==> src/rtl/spi_pwm_reg_slave.sv <==
// SPI mode-0 slave that turns 16-bit frames into PWM duty-register writes and readback.
// sclk/cs/mosi are oversampled in the clk domain, so f_clk must be at least 4*f_sclk.
module spi_pwm_reg_slave #(
    parameter int CHANNELS    = 7,
    parameter int ADDR_W      = 3,
    parameter int DATA_W      = 8,
    parameter int SYNC_STAGES = 2
) (
    input  logic              clk,
    input  logic              reset,
    input  logic              sclk,
    input  logic              cs,
    input  logic              mosi,
    output logic              miso,
    output logic              wr_en,
    output logic [ADDR_W-1:0] wr_addr,
    output logic [DATA_W-1:0] wr_data,
    output logic [ADDR_W-1:0] rd_addr,
    input  logic [DATA_W-1:0] rd_data,
    output logic              frame_err
);

    localparam logic [ADDR_W:0] CH_LIM = CHANNELS[ADDR_W:0];

    typedef enum logic [2:0] {
        S_WAIT_IDLE,
        S_IDLE,
        S_CMD,
        S_DATA,
        S_DONE
    } state_t;

    state_t state, state_next;

    logic [SYNC_STAGES-1:0] sclk_sync, cs_sync, mosi_sync;
    logic                   sclk_d;
    logic                   sclk_s, cs_s, mosi_s;
    logic                   sclk_rise, sclk_fall;
    logic [DATA_W-2:0]      rx_sr;
    logic [DATA_W-1:0]      rx_next;
    logic [4:0]             bit_cnt, bit_cnt_inc;
    logic                   rw_q;
    logic [ADDR_W-1:0]      addr_q;
    logic [DATA_W-1:0]      data_q;
    logic [DATA_W-1:0]      tx_sr;
    logic                   tx_load;
    logic                   overrun;
    logic                   miso_q;
    logic                   addr_ok;
    logic                   commit;
    logic                   bad_frame;

    assign sclk_s      = sclk_sync[SYNC_STAGES-1];
    assign cs_s        = cs_sync[SYNC_STAGES-1];
    assign mosi_s      = mosi_sync[SYNC_STAGES-1];
    assign sclk_rise   = sclk_s & ~sclk_d;
    assign sclk_fall   = ~sclk_s & sclk_d;
    assign rx_next     = {rx_sr, mosi_s};
    assign bit_cnt_inc = (bit_cnt == 5'd16) ? bit_cnt : bit_cnt + 5'd1;
    assign addr_ok     = ({1'b0, addr_q} < CH_LIM);

    always_ff @(posedge clk) begin
        if (reset) state <= S_WAIT_IDLE;
        else       state <= state_next;
    end

    always_comb begin
        state_next = state;
        case (state)
            S_WAIT_IDLE: if (cs_s) state_next = S_IDLE;
            S_IDLE:      if (!cs_s) state_next = S_CMD;
            S_CMD: begin
                if (cs_s)                                 state_next = S_IDLE;
                else if (sclk_rise && bit_cnt == 5'd7)    state_next = S_DATA;
            end
            S_DATA: begin
                if (cs_s)                                 state_next = S_IDLE;
                else if (sclk_rise && bit_cnt == 5'd15)   state_next = S_DONE;
            end
            S_DONE:      if (cs_s) state_next = S_IDLE;
            default:     state_next = S_WAIT_IDLE;
        endcase
    end

    always_comb begin
        commit    = 1'b0;
        bad_frame = 1'b0;
        miso      = 1'b0;
        case (state)
            S_CMD:  bad_frame = cs_s;
            S_DATA: begin
                bad_frame = cs_s;
                miso      = miso_q & ~cs_s;
            end
            S_DONE: begin
                commit    = cs_s & rw_q & addr_ok & ~overrun;
                bad_frame = cs_s & (~addr_ok | overrun);
            end
            default: ;
        endcase
    end

    always_ff @(posedge clk) begin
        if (reset) begin
            sclk_sync <= '0;
            cs_sync   <= '0;
            mosi_sync <= '0;
            sclk_d    <= 1'b0;
            rx_sr     <= '0;
            bit_cnt   <= '0;
            rw_q      <= 1'b0;
            addr_q    <= '0;
            data_q    <= '0;
            tx_sr     <= '0;
            tx_load   <= 1'b0;
            overrun   <= 1'b0;
            miso_q    <= 1'b0;
            wr_en     <= 1'b0;
            wr_addr   <= '0;
            wr_data   <= '0;
            rd_addr   <= '0;
            frame_err <= 1'b0;
        end else begin
            sclk_sync <= {sclk_sync[SYNC_STAGES-2:0], sclk};
            cs_sync   <= {cs_sync[SYNC_STAGES-2:0], cs};
            mosi_sync <= {mosi_sync[SYNC_STAGES-2:0], mosi};
            sclk_d    <= sclk_s;
            wr_en     <= commit;
            frame_err <= bad_frame;
            if (commit) begin
                wr_addr <= addr_q;
                wr_data <= data_q;
            end
            case (state)
                S_WAIT_IDLE, S_IDLE: begin
                    rx_sr   <= '0;
                    bit_cnt <= '0;
                    tx_sr   <= '0;
                    tx_load <= 1'b0;
                    overrun <= 1'b0;
                    miso_q  <= 1'b0;
                end
                S_CMD: begin
                    if (sclk_rise) begin
                        rx_sr   <= rx_next[DATA_W-2:0];
                        bit_cnt <= bit_cnt_inc;
                        if (bit_cnt == 5'd7) begin
                            rw_q    <= rx_next[DATA_W-1];
                            addr_q  <= rx_next[DATA_W-2 -: ADDR_W];
                            rd_addr <= rx_next[DATA_W-2 -: ADDR_W];
                            tx_load <= 1'b1;
                        end
                    end
                end
                S_DATA: begin
                    if (sclk_rise) begin
                        rx_sr   <= rx_next[DATA_W-2:0];
                        bit_cnt <= bit_cnt_inc;
                        if (bit_cnt == 5'd15) data_q <= rx_next;
                    end
                    // rd_data settles one clk after rd_addr, well before the first fall
                    if (tx_load) begin
                        tx_sr   <= (!rw_q && addr_ok) ? rd_data : '0;
                        tx_load <= 1'b0;
                    end else if (sclk_fall) begin
                        miso_q <= tx_sr[DATA_W-1];
                        tx_sr  <= {tx_sr[DATA_W-2:0], 1'b0};
                    end
                end
                S_DONE: begin
                    if (sclk_rise) begin
                        overrun <= 1'b1;
                        bit_cnt <= bit_cnt_inc;
                    end
                end
                default: ;
            endcase
        end
    end

endmodule
==> config.mk <==
export PLATFORM = sky130hd
export DESIGN_NAME = spi_pwm_reg_slave
export DESIGN_NICKNAME = d
export VERILOG_FILES = /design/src/rtl/spi_pwm_reg_slave.sv
export SDC_FILE = /design/constraint.sdc
export NUM_CORES = 1
export LEC_CHECK = 0
export CAP_MARGIN = 20
export CORE_MARGIN = 5
export CORE_UTILIZATION = 45
export CTS_BUF_LIST = sky130_fd_sc_hd__clkbuf_4 sky130_fd_sc_hd__clkbuf_8
export DETAILED_ROUTE_END_ITERATION = 10
export GPL_TIMING_DRIVEN = 0
export PLACE_DENSITY = 0.63
export SYNTH_ARGS = -nofsm -noshare
export SYNTH_HDL_FRONTEND = slang
export SYNTH_SLANG_ARGS = --single-unit
==> constraint.sdc <==
create_clock -name clk -period 2.85 [get_ports clk]
set_input_delay 0.285 -clock clk [delete_from_list [all_inputs] [get_ports clk]]
set_output_delay 0.285 -clock clk [all_outputs]
set_load 0.05 [all_outputs]
==> results of run 1 <==
[logic make-up (layout without fill, tap and decap cells)]
kind of cell	count (synthesis)	in the layout	share of synthesized area, %
AO/OA/AOI/OAI	53	53	14.8
flip-flops	58	58	47.8
adder cells (fa/ha/maj)	3	3	1.54
multiplexers	27	27	11.2
AND/OR/NAND/NOR	84	84	20.4
buffers and inverters	19	62	4.27
[path summary, 6_finish.rpt]
kind / start / end / slack, ns / cells after the start
max: state[2] / miso / 0.48 / 4
min reg2reg: cs_sync[0] / cs_sync[1] / 0.44 / 1
max reg2reg: bit_cnt[0] / data_q[6] / 0.98 / 7
min: cs_sync[0] / cs_sync[1] / 0.44 / 1
[sequential cells by signal, indices dropped and copies added (netlist names)]
signal and flops:
bit_cnt 5, cs_sync 2, data_q 8, sclk_d 1, rx_sr 7, tx_sr 8
wr_en 1, mosi_sync 2, addr_q 3, wr_addr 3, miso_q 1, frame_err 1
wr_data 8, overrun 1, rw_q 1, tx_load 1, state 3, sclk_sync 2
[critical path, cell delays in order (launching register included)]
cell,delay (ns)
dfxtp_1,0.34
buf_2,0.20
nand3b_4,0.19
nor3b_1,0.20
clkdlybuf4s50_1,0.83
[power by group]
group          internal (W)  switching [W]
Sequential         0.000817     0.00000483
Combinational     0.0000322      0.0000378
Clock              0.000479       0.000299
Total               0.00133       0.000342
[cell usage in the layout (no fill, tap or decap), drive strengths merged, types with 6 or more instances in the layout]
| cell type | netlist | final |
|---|---|---|
| buf | 7 | 7 |
| a22oi | 7 | 7 |
| o2bb2ai | 7 | 7 |
| clkdlybuf4s50 | 0 | 28 |
| nor2b | 9 | 9 |
| dfxtp | 58 | 58 |
| a21oi | 13 | 13 |
| o21ai | 12 | 12 |
| inv | 6 | 6 |
| clkbuf | 6 | 19 |
| nand2 | 11 | 11 |
| nor2 | 35 | 35 |
| mux2i | 26 | 26 |
[layer usage]
layer | track usage (%) | vias up | share of wire (%)
li1 | - | 943 | -
met4 | 8.77 | 0 | 2.5
met2 | 24.0 | 38 | 47
met3 | 3.95 | 13 | 4.1
met5 | 0 | - | 0
met1 | 19.4 | 874 | 47
[final cells by class]
class	instances	area [sq um]
Buffer	13	81.3
Clock buffer	13	173
Clock inverter	2	35.0
Fill cell	466	2170
Inverter	6	22.5
Multi-Input combinational cell	167	1170
Sequential cell	58	1160
Tap cell	70	87.6
Timing Repair Buffer	28	280
[through the flow]
step	hold WS, ns	instance area, sq um	power, W	setup slack [ns]
2_1_floorplan	0.413	2430	0.000880	0.728
3_3_place_gp	0.420	2800	0.000910	0.833
3_5_place_dp	0.428	2800	0.000910	0.827
4_1_cts	0.453	3010	0.00169	0.459
5_1_grt	0.463	3010	0.00173	0.343
6_report	0.443	3010	0.00167	0.480
==> impl_metrics.toml, run 1 <==
[critical_path]
critPathMaxFanout = 10
start_kind = "flip-flop"
criticalPathCategory = "flip-flop to output port"
critical_path.endpoint_type = "output port"
worstPathArrival_ns = 2.08
required_ns = 2.57

[sta]
setup_violations = 0
fin_skew_ns = 0.00614
fin_tns_setup_ns = 0
drv_slew = 0
timing.final.crit_share_pct = 83.1
worst_pin_slew_ns = 0.622
period_minus_slack_ns = 2.37
finalHoldViolations = 0
slew_headroom_pct = 58.6
fmax_mhz = 422
rsz0062_at_grt = "no"

[die]
initial_core_util_pct = 47.0
die_y_um = 83.5
ios = 30
core_area_sq_mm = 0.00517
die_area_sq_mm = 0.00697
row_count = 26
die_w_um = 83.5

[clocking]
cts-root-buf = "clkbuf_8"
cts_setup_buffers = 0
cts_max_path_buffers = 2
post_cts_resized = 0
clk_latency_ns = 0.33
h-tree-depth = 3
clkTransAtPathRegs_ns = 0.06
cts_tree = "built"
numCtsBuffers = 9
cts_sinks = 58
cts_hold_buf = 0

[placed_design]
portBuffers = 28
dp.cells = 342
gp_congestion = 0.829
dp_hpwl_um = 3500

[logic_synthesis]
seq_area_frac_synth_pct = 47.8
synthTopCellsByArea = "dfxtp_1 48%, mux2i_1 11%, nor2_1 4.9%"
synth_fp_nets = 260
synth-edff-count = 0
ys.flop_type = "dfxtp_1"
avgSynthCellArea_sq_um = 9.96
yosys_warnings = 0
netlist.area_leader.share_pct = 47.8
netlist_area_sq_mm = 0.00243
yosys.cell_count.top_type = "dfxtp_1"
synthCells = 244
synth_cell_types = 48
ys_ff_latch = 58
yosys-top-cells-count = "58 x dfxtp_1, 32 x nor2_1, 26 x mux2i_1"
synth_top_cell_by_area = "dfxtp_1"
async_flop_share_pct = 0

[power]
power.density_mw_per_mm2 = 555
ir_worst_vdd_v = 0.000368
leakage_nw = 1.06

[global_route]
grt_pass1_wl_um = 8780
grt_max_degree = 11
overflow = 0
antenna_found_initial = 0
grtUsageTotal_pct = 15.4
grt_pass1_vias = 1865

[finish]
antenna_cells = 0
area_growth_pct = 23.7
drive_above_1_share_pct = 12.2
nNetsFinal = 299
finish.utilization_pct = 58.1
fin_cells = 357

[run]
maxCapViolations = 0

[route]
drt_wl_total_um = 5060
wl_per_cell_um = 14.2
vias = 1868
vias_per_cell = 5.23
firstDrtPassIters = 4
ant_nets = 0
drc = 0
drtIter0Drc = 72

[min_path]
worstHoldPathType = "flip-flop to flip-flop"

[outcome]
outcome = "finished, final reports clean"
Note: power is estimated with default switching activity, not from simulation.
==> run 2, diff against run 1 <==
--- a/config.mk
+++ b/config.mk
@@ -11,7 +11,7 @@
 export CTS_BUF_LIST = sky130_fd_sc_hd__clkbuf_4 sky130_fd_sc_hd__clkbuf_8
 export DETAILED_ROUTE_END_ITERATION = 10
 export GPL_TIMING_DRIVEN = 0
-export PLACE_DENSITY = 0.63
+export PLACE_DENSITY = 0.65
 export SYNTH_ARGS = -nofsm -noshare
 export SYNTH_HDL_FRONTEND = slang
 export SYNTH_SLANG_ARGS = --single-unit
==> constraint.sdc (replaced) <==
create_clock -name clk -period 1.9 [get_ports clk]
set_input_delay 0.19 -clock clk [delete_from_list [all_inputs] [get_ports clk]]
set_output_delay 0.19 -clock clk [all_outputs]
set_load 0.05 [all_outputs]
==> run 2 against run 1 <==
  * Cell area is 0.21% lower
  * Die area is the same
  * Worst setup slack worse by 0.39 ns
  * Non-clock buffer count grew 1
  * Clock-buffer cell count is 2 lower
  * Sequential cell count unchanged
  * Cell count increased by 0.56%
  * Via count is essentially flat
  * Total power increased by 40%
==> impl_metrics.toml, run 2 (synthesis results as in run 1) <==
[critical_path]
worstReg2RegEnd = "bit_cnt[4]"
start_kind = "flip-flop"
r2r_setup_slack_ns = 0.16
critical_path.endpoint_type = "output port"
r2r-start = "sclk_sync[1]"
required_ns = 1.71
worstPathArrival_ns = 1.62
critPathMaxFanout = 10
criticalPathCategory = "flip-flop to output port"
rr_worst_depth = 4

[min_path]
worstHoldPathType = "primary input to flip-flop"
worstHoldPathCells = 3
worstHoldStart = "reset"
min_to = "bit_cnt[3]"

[finish]
fin_cells = 359
mostFrequentLayoutCells = "58 x dfxtp_1, 32 x nor2_1, 27 x clkdlybuf4s50_1"
final_common_cell = "dfxtp_1"
nFillCells = 453
nNetsFinal = 300
antenna_cells = 0
seqCellArea_sq_mm = 0.00116
top_regs = "data_q: 8 flops, tx_sr: 8 flops, wr_data: 8 flops"
area_growth_pct = 23.4
stdcell_area_sq_mm = 0.00300
multi_input_area_sq_mm = 0.00117
drive_above_1_share_pct = 13.5

[route]
drc = 0
wl_per_cell_um = 14.0
firstDrtPassIters = 4
ant_nets = 0
drt_wl_total_um = 5020
vias = 1867
drtIter0Drc = 89
vias_per_cell = 5.20

[clocking]
clk_latency_ns = 0.34
cts_sinks = 58
cts_max_path_buffers = 2
cts-root-buf = "clkbuf_8"
h-tree-depth = 3
cts_hold_buf = 0
clkTransAtPathRegs_ns = 0.06
cts_tree = "built"
numCtsBuffers = 9

[sta]
period_minus_slack_ns = 1.81
fmax_mhz = 551
timing.final.crit_share_pct = 95.5
worst_pin_slew_ns = 0.589
fin_tns_setup_ns = 0
fin_skew_ns = 0.00464
drv_slew = 0
rsz0062_at_grt = "no"
finalHoldViolations = 0
setup_violations = 0
slew_headroom_pct = 60.7
hold_slack_ns = 0.356

[power]
finalPower_w = 0.00234
p_comb_share_pct = 4.5
switchingPower_w = 0.000547
power.density_mw_per_mm2 = 778
ir_worst_vdd_v = 0.000519
clkPwrFrac_pct = 42.8
leakage_nw = 1.05
seqPwrFrac_pct = 52.8
intPower_w = 0.00179
sw_frac_of_total_pct = 23.4

[placed_design]
placed_area_sq_mm = 0.00280
gp_congestion = 0.801
portBuffers = 28
dp.cells = 342
dp_hpwl_um = 3450

[die]
row_count = 26
die_y_um = 83.5
die_area_sq_mm = 0.00697
initial_core_util_pct = 47.0
die_w_um = 83.5
ios = 30
core_area_sq_mm = 0.00517

[run]
maxCapViolations = 0

[global_route]
grt_pass1_wl_um = 8580
grtUsageTotal_pct = 15.5
grt_max_degree = 11
antenna_found_initial = 0
overflow = 0
grt_pass1_vias = 1769

[outcome]
outcome = "finished, final reports clean"
-- run 2: worst max-delay path by stage --
stage | slack (ns) | cells past startpoint | to | start
2_1_floorplan | 0.25 | 6 | wr_addr[2] | addr_q[0]
3_3_place_gp | 0.02 | 4 | miso | state[2]
3_5_place_dp | 0.01 | 4 | miso | state[2]
4_1_cts | 0.07 | 7 | data_q[1] | bit_cnt[0]
5_1_grt | 0.03 | 8 | data_q[7] | bit_cnt[0]
6_report | 0.09 | 4 | miso | state[2]
-- run 2: timing repair --
item	CTS	global route
gates resized for setup	3	0
gates cloned	0	0
pin swaps	0	1
endpoints found under the setup margin	1	8
setup buffers	0	1
-- run 2: per-layer routing --
metal | wire length, um | GRT usage (%) | up-vias
met1 | 2540 | 20.5 | 878
li1 | - | - | 942
met2 | 2140 | 22.7 | 35
met5 | 0 | 0 | -
met4 | 133 | 9.21 | 0
met3 | 207 | 3.75 | 12
-- run 2: critical path, stage by stage (launching register included) --
cell,delay (ns)
dfxtp_1,0.34
buf_2,0.20
nand3b_4,0.20
nor3b_2,0.16
clkdlybuf4s15_2,0.38
-- run 2: per-stage QoR --
step | utilization [%] | setup WS, ns
2_1_floorplan | - | 0.254
3_3_place_gp | 54.2 | 0.0219
3_5_place_dp | 54.2 | 0.0109
4_1_cts | 57.6 | 0.0728
5_1_grt | 58.0 | 0.0252
6_report | 58.0 | 0.0853
-- run 2: power by group through the flow --
stage               combinational, W  sequential [W]  clock, W
floorplan                  0.0000631         0.00126         0
global placement            0.000105         0.00126         0
detailed placement          0.000105         0.00126         0
CTS                         0.000106         0.00123   0.00103
global route                0.000115         0.00123   0.00109
finish                      0.000104         0.00123  0.000999
-- run 2: layout make-up --
| class | count | share of cell area [%] |
|---|---|---|
| inverter | 6 | 0.751 |
| multi-input combinational | 167 | 39.0 |
| buffer | 13 | 2.71 |
| timing repair buffer | 29 | 10.1 |
| clock inverter | 5 | 1.00 |
| clock buffer | 11 | 4.84 |
| tap | 70 | 2.92 |
| sequential | 58 | 38.7 |
==> run 3, diff against run 2 <==
--- a/config.mk
+++ b/config.mk
@@ -8,10 +8,10 @@
 export CAP_MARGIN = 20
 export CORE_MARGIN = 5
 export CORE_UTILIZATION = 45
-export CTS_BUF_LIST = sky130_fd_sc_hd__clkbuf_4 sky130_fd_sc_hd__clkbuf_8
 export DETAILED_ROUTE_END_ITERATION = 10
+export DONT_BUFFER_PORTS = 1
 export GPL_TIMING_DRIVEN = 0
-export PLACE_DENSITY = 0.65
+export PLACE_DENSITY = 0.58
 export SYNTH_ARGS = -nofsm -noshare
 export SYNTH_HDL_FRONTEND = slang
 export SYNTH_SLANG_ARGS = --single-unit
==> run 3 against run 2 <==
  * Clock power up 16%
  * Hold slack worse by 0.29 ns
  * Worst setup slack better by 0.035 ns
  * Clock skew up 0.0040 ns
  * Highest routed layer unchanged
  * Critical path depth down 1
  * First-iteration DRC count down 9.0%
  * Global-route usage down 0.46 points
  * Largest power group unchanged
  * Via count down 6.5%
  * Sequential power about the same
  * Combinational power down 15%
==> impl_metrics.toml, run 3 (synthesis results as in run 1) <==
[outcome]
outcome = "finished, final reports clean"

[sta]
rsz0062_at_grt = "no"
drv_slew = 0
timing.final.crit_share_pct = 93.7
setup_violations = 0
slew_headroom_pct = 59.3
period_minus_slack_ns = 1.78
fmax_mhz = 562
worst_pin_slew_ns = 0.607
finalHoldViolations = 0
fin_tns_setup_ns = 0
fin_skew_ns = 0.00867

[finish]
antenna_cells = 0
mostFrequentLayoutCells = "53 x dfxtp_1, 32 x nor2_1, 26 x mux2i_1"
area_growth_pct = 15.2
final_common_cell = "dfxtp_1"
finish.utilization_pct = 54.1
stdcell_area_sq_mm = 0.00280
nNetsFinal = 276
top_regs = "data_q: 8 flops, tx_sr: 8 flops, wr_data: 8 flops"
drive_above_1_share_pct = 15.5

[route]
vias = 1746
drt_wl_total_um = 4980
firstDrtPassIters = 4
drtIter0Drc = 81
drc = 0
ant_nets = 0
vias_per_cell = 5.23
wl_per_cell_um = 14.9

[die]
die_y_um = 83.5
initial_core_util_pct = 47.0
ios = 30
die_w_um = 83.5
die_area_sq_mm = 0.00697
core_area_sq_mm = 0.00517
row_count = 26

[clocking]
cts_sinks = 58
numCtsBuffers = 9
h-tree-depth = 3
clkTransAtPathRegs_ns = 0.07
clk_latency_ns = 0.33
cts-root-buf = "clkbuf_8"
cts_max_path_buffers = 2
cts_tree = "built"

[global_route]
grtUsageTotal_pct = 15.0
grt_pass1_wl_um = 8310
antenna_found_initial = 0
grt_pass1_vias = 1635
overflow = 0
grt_max_degree = 11

[critical_path]
critPathMaxFanout = 10
critical_path.endpoint_type = "output port"
worstReg2RegEnd = "bit_cnt[4]"
crit_end = "miso"
rr_worst_depth = 4
r2r-start = "sclk_sync[1]"
start_kind = "flip-flop"
worstPathArrival_ns = 1.59
r2r_setup_slack_ns = 0.12
cp-startpoint = "state[2]"
criticalPathCategory = "flip-flop to output port"
required_ns = 1.71

[placed_design]
gp_congestion = 0.797
portBuffers = 0
dp_hpwl_um = 3430
placed_area_sq_mm = 0.00252

[power]
finalPower_w = 0.00248
power.density_mw_per_mm2 = 886
leakage_nw = 0.985
ir_worst_vdd_v = 0.000662

[run]
maxCapViolations = 0

[min_path]
worstHoldPathType = "primary input to flip-flop"
run 3: cell count changes in the layout (fill, tap and decap cells not counted), sizes merged:
cell and delta:
clkdlybuf4s50 -27, bufinv +1, clkinv -2, dlygate4sd3 +4, clkbuf +2, clkinvlp -2
clkdlybuf4s15 -1
run 3: layer usage:
metal | part of all wire (%) | global-route usage [%] | up-vias
met5 | 0 | 0 | -
met4 | 1.5 | 6.58 | 0
met3 | 3.9 | 5.13 | 7
met2 | 47 | 23.4 | 28
met1 | 48 | 18.8 | 814
li1 | - | - | 897
run 3: what timing repair did:
| action | CTS | global route |
|---|---|---|
| pin swaps | 0 | 1 |
| endpoints found under the setup margin | 4 | 17 |
| cloned | 0 | 0 |
| buffers inserted | 0 | 1 |
| hold endpoints to repair | 3 | 1 |
| hold buffers | 3 | 1 |
| resized for setup | 2 | 4 |
run 3: worst max-delay path: stages, from the launching register on:
cell and delay (ns):
dfxtp_1 0.35, buf_2 0.20, nand3b_4 0.21, nor3b_4 0.51
run 3: final cells by class:
cell class,instances,area (sq um)
buffer,13,81.3
clock buffer,13,169
clock inverter,2,35.0
fill,475,2370
inverter,6,22.5
multi-input combinational,167,1180
sequential,58,1170
tap,70,87.6
timing repair buffer,5,60.1
run 3: power breakdown:
part,internal [W],switching [W],total (W)
registers,0.00123,0.00000815,0.00123
clock network,0.000704,0.000455,0.00116
logic,0.0000341,0.0000543,0.0000884
total,0.00196,0.000517,0.00248
run 3: how the worst min path moves through the flow:
stage	start	endpoint	depth (start not counted)	slack [ns]
after CTS	rd_data[0]	tx_sr[0]	1	0.01
after global routing	rd_data[1]	tx_sr[1]	2	0.06
after floorplan	cs	cs_sync[0]	1	0.32
final	rd_data[6]	tx_sr[6]	2	0.06
after detailed placement	sclk	sclk_sync[0]	1	0.32
after global placement	sclk	sclk_sync[0]	1	0.32
run 3: through the flow:
stage          cells  setup WS (ns)  hold WS [ns]
6_report         334          0.121        0.0616
5_1_grt          334         0.0304        0.0574
4_1_cts          332         0.0146        0.0114
3_5_place_dp     314        0.00772         0.324
3_3_place_gp     314         0.0231         0.321
2_1_floorplan    244          0.254         0.318
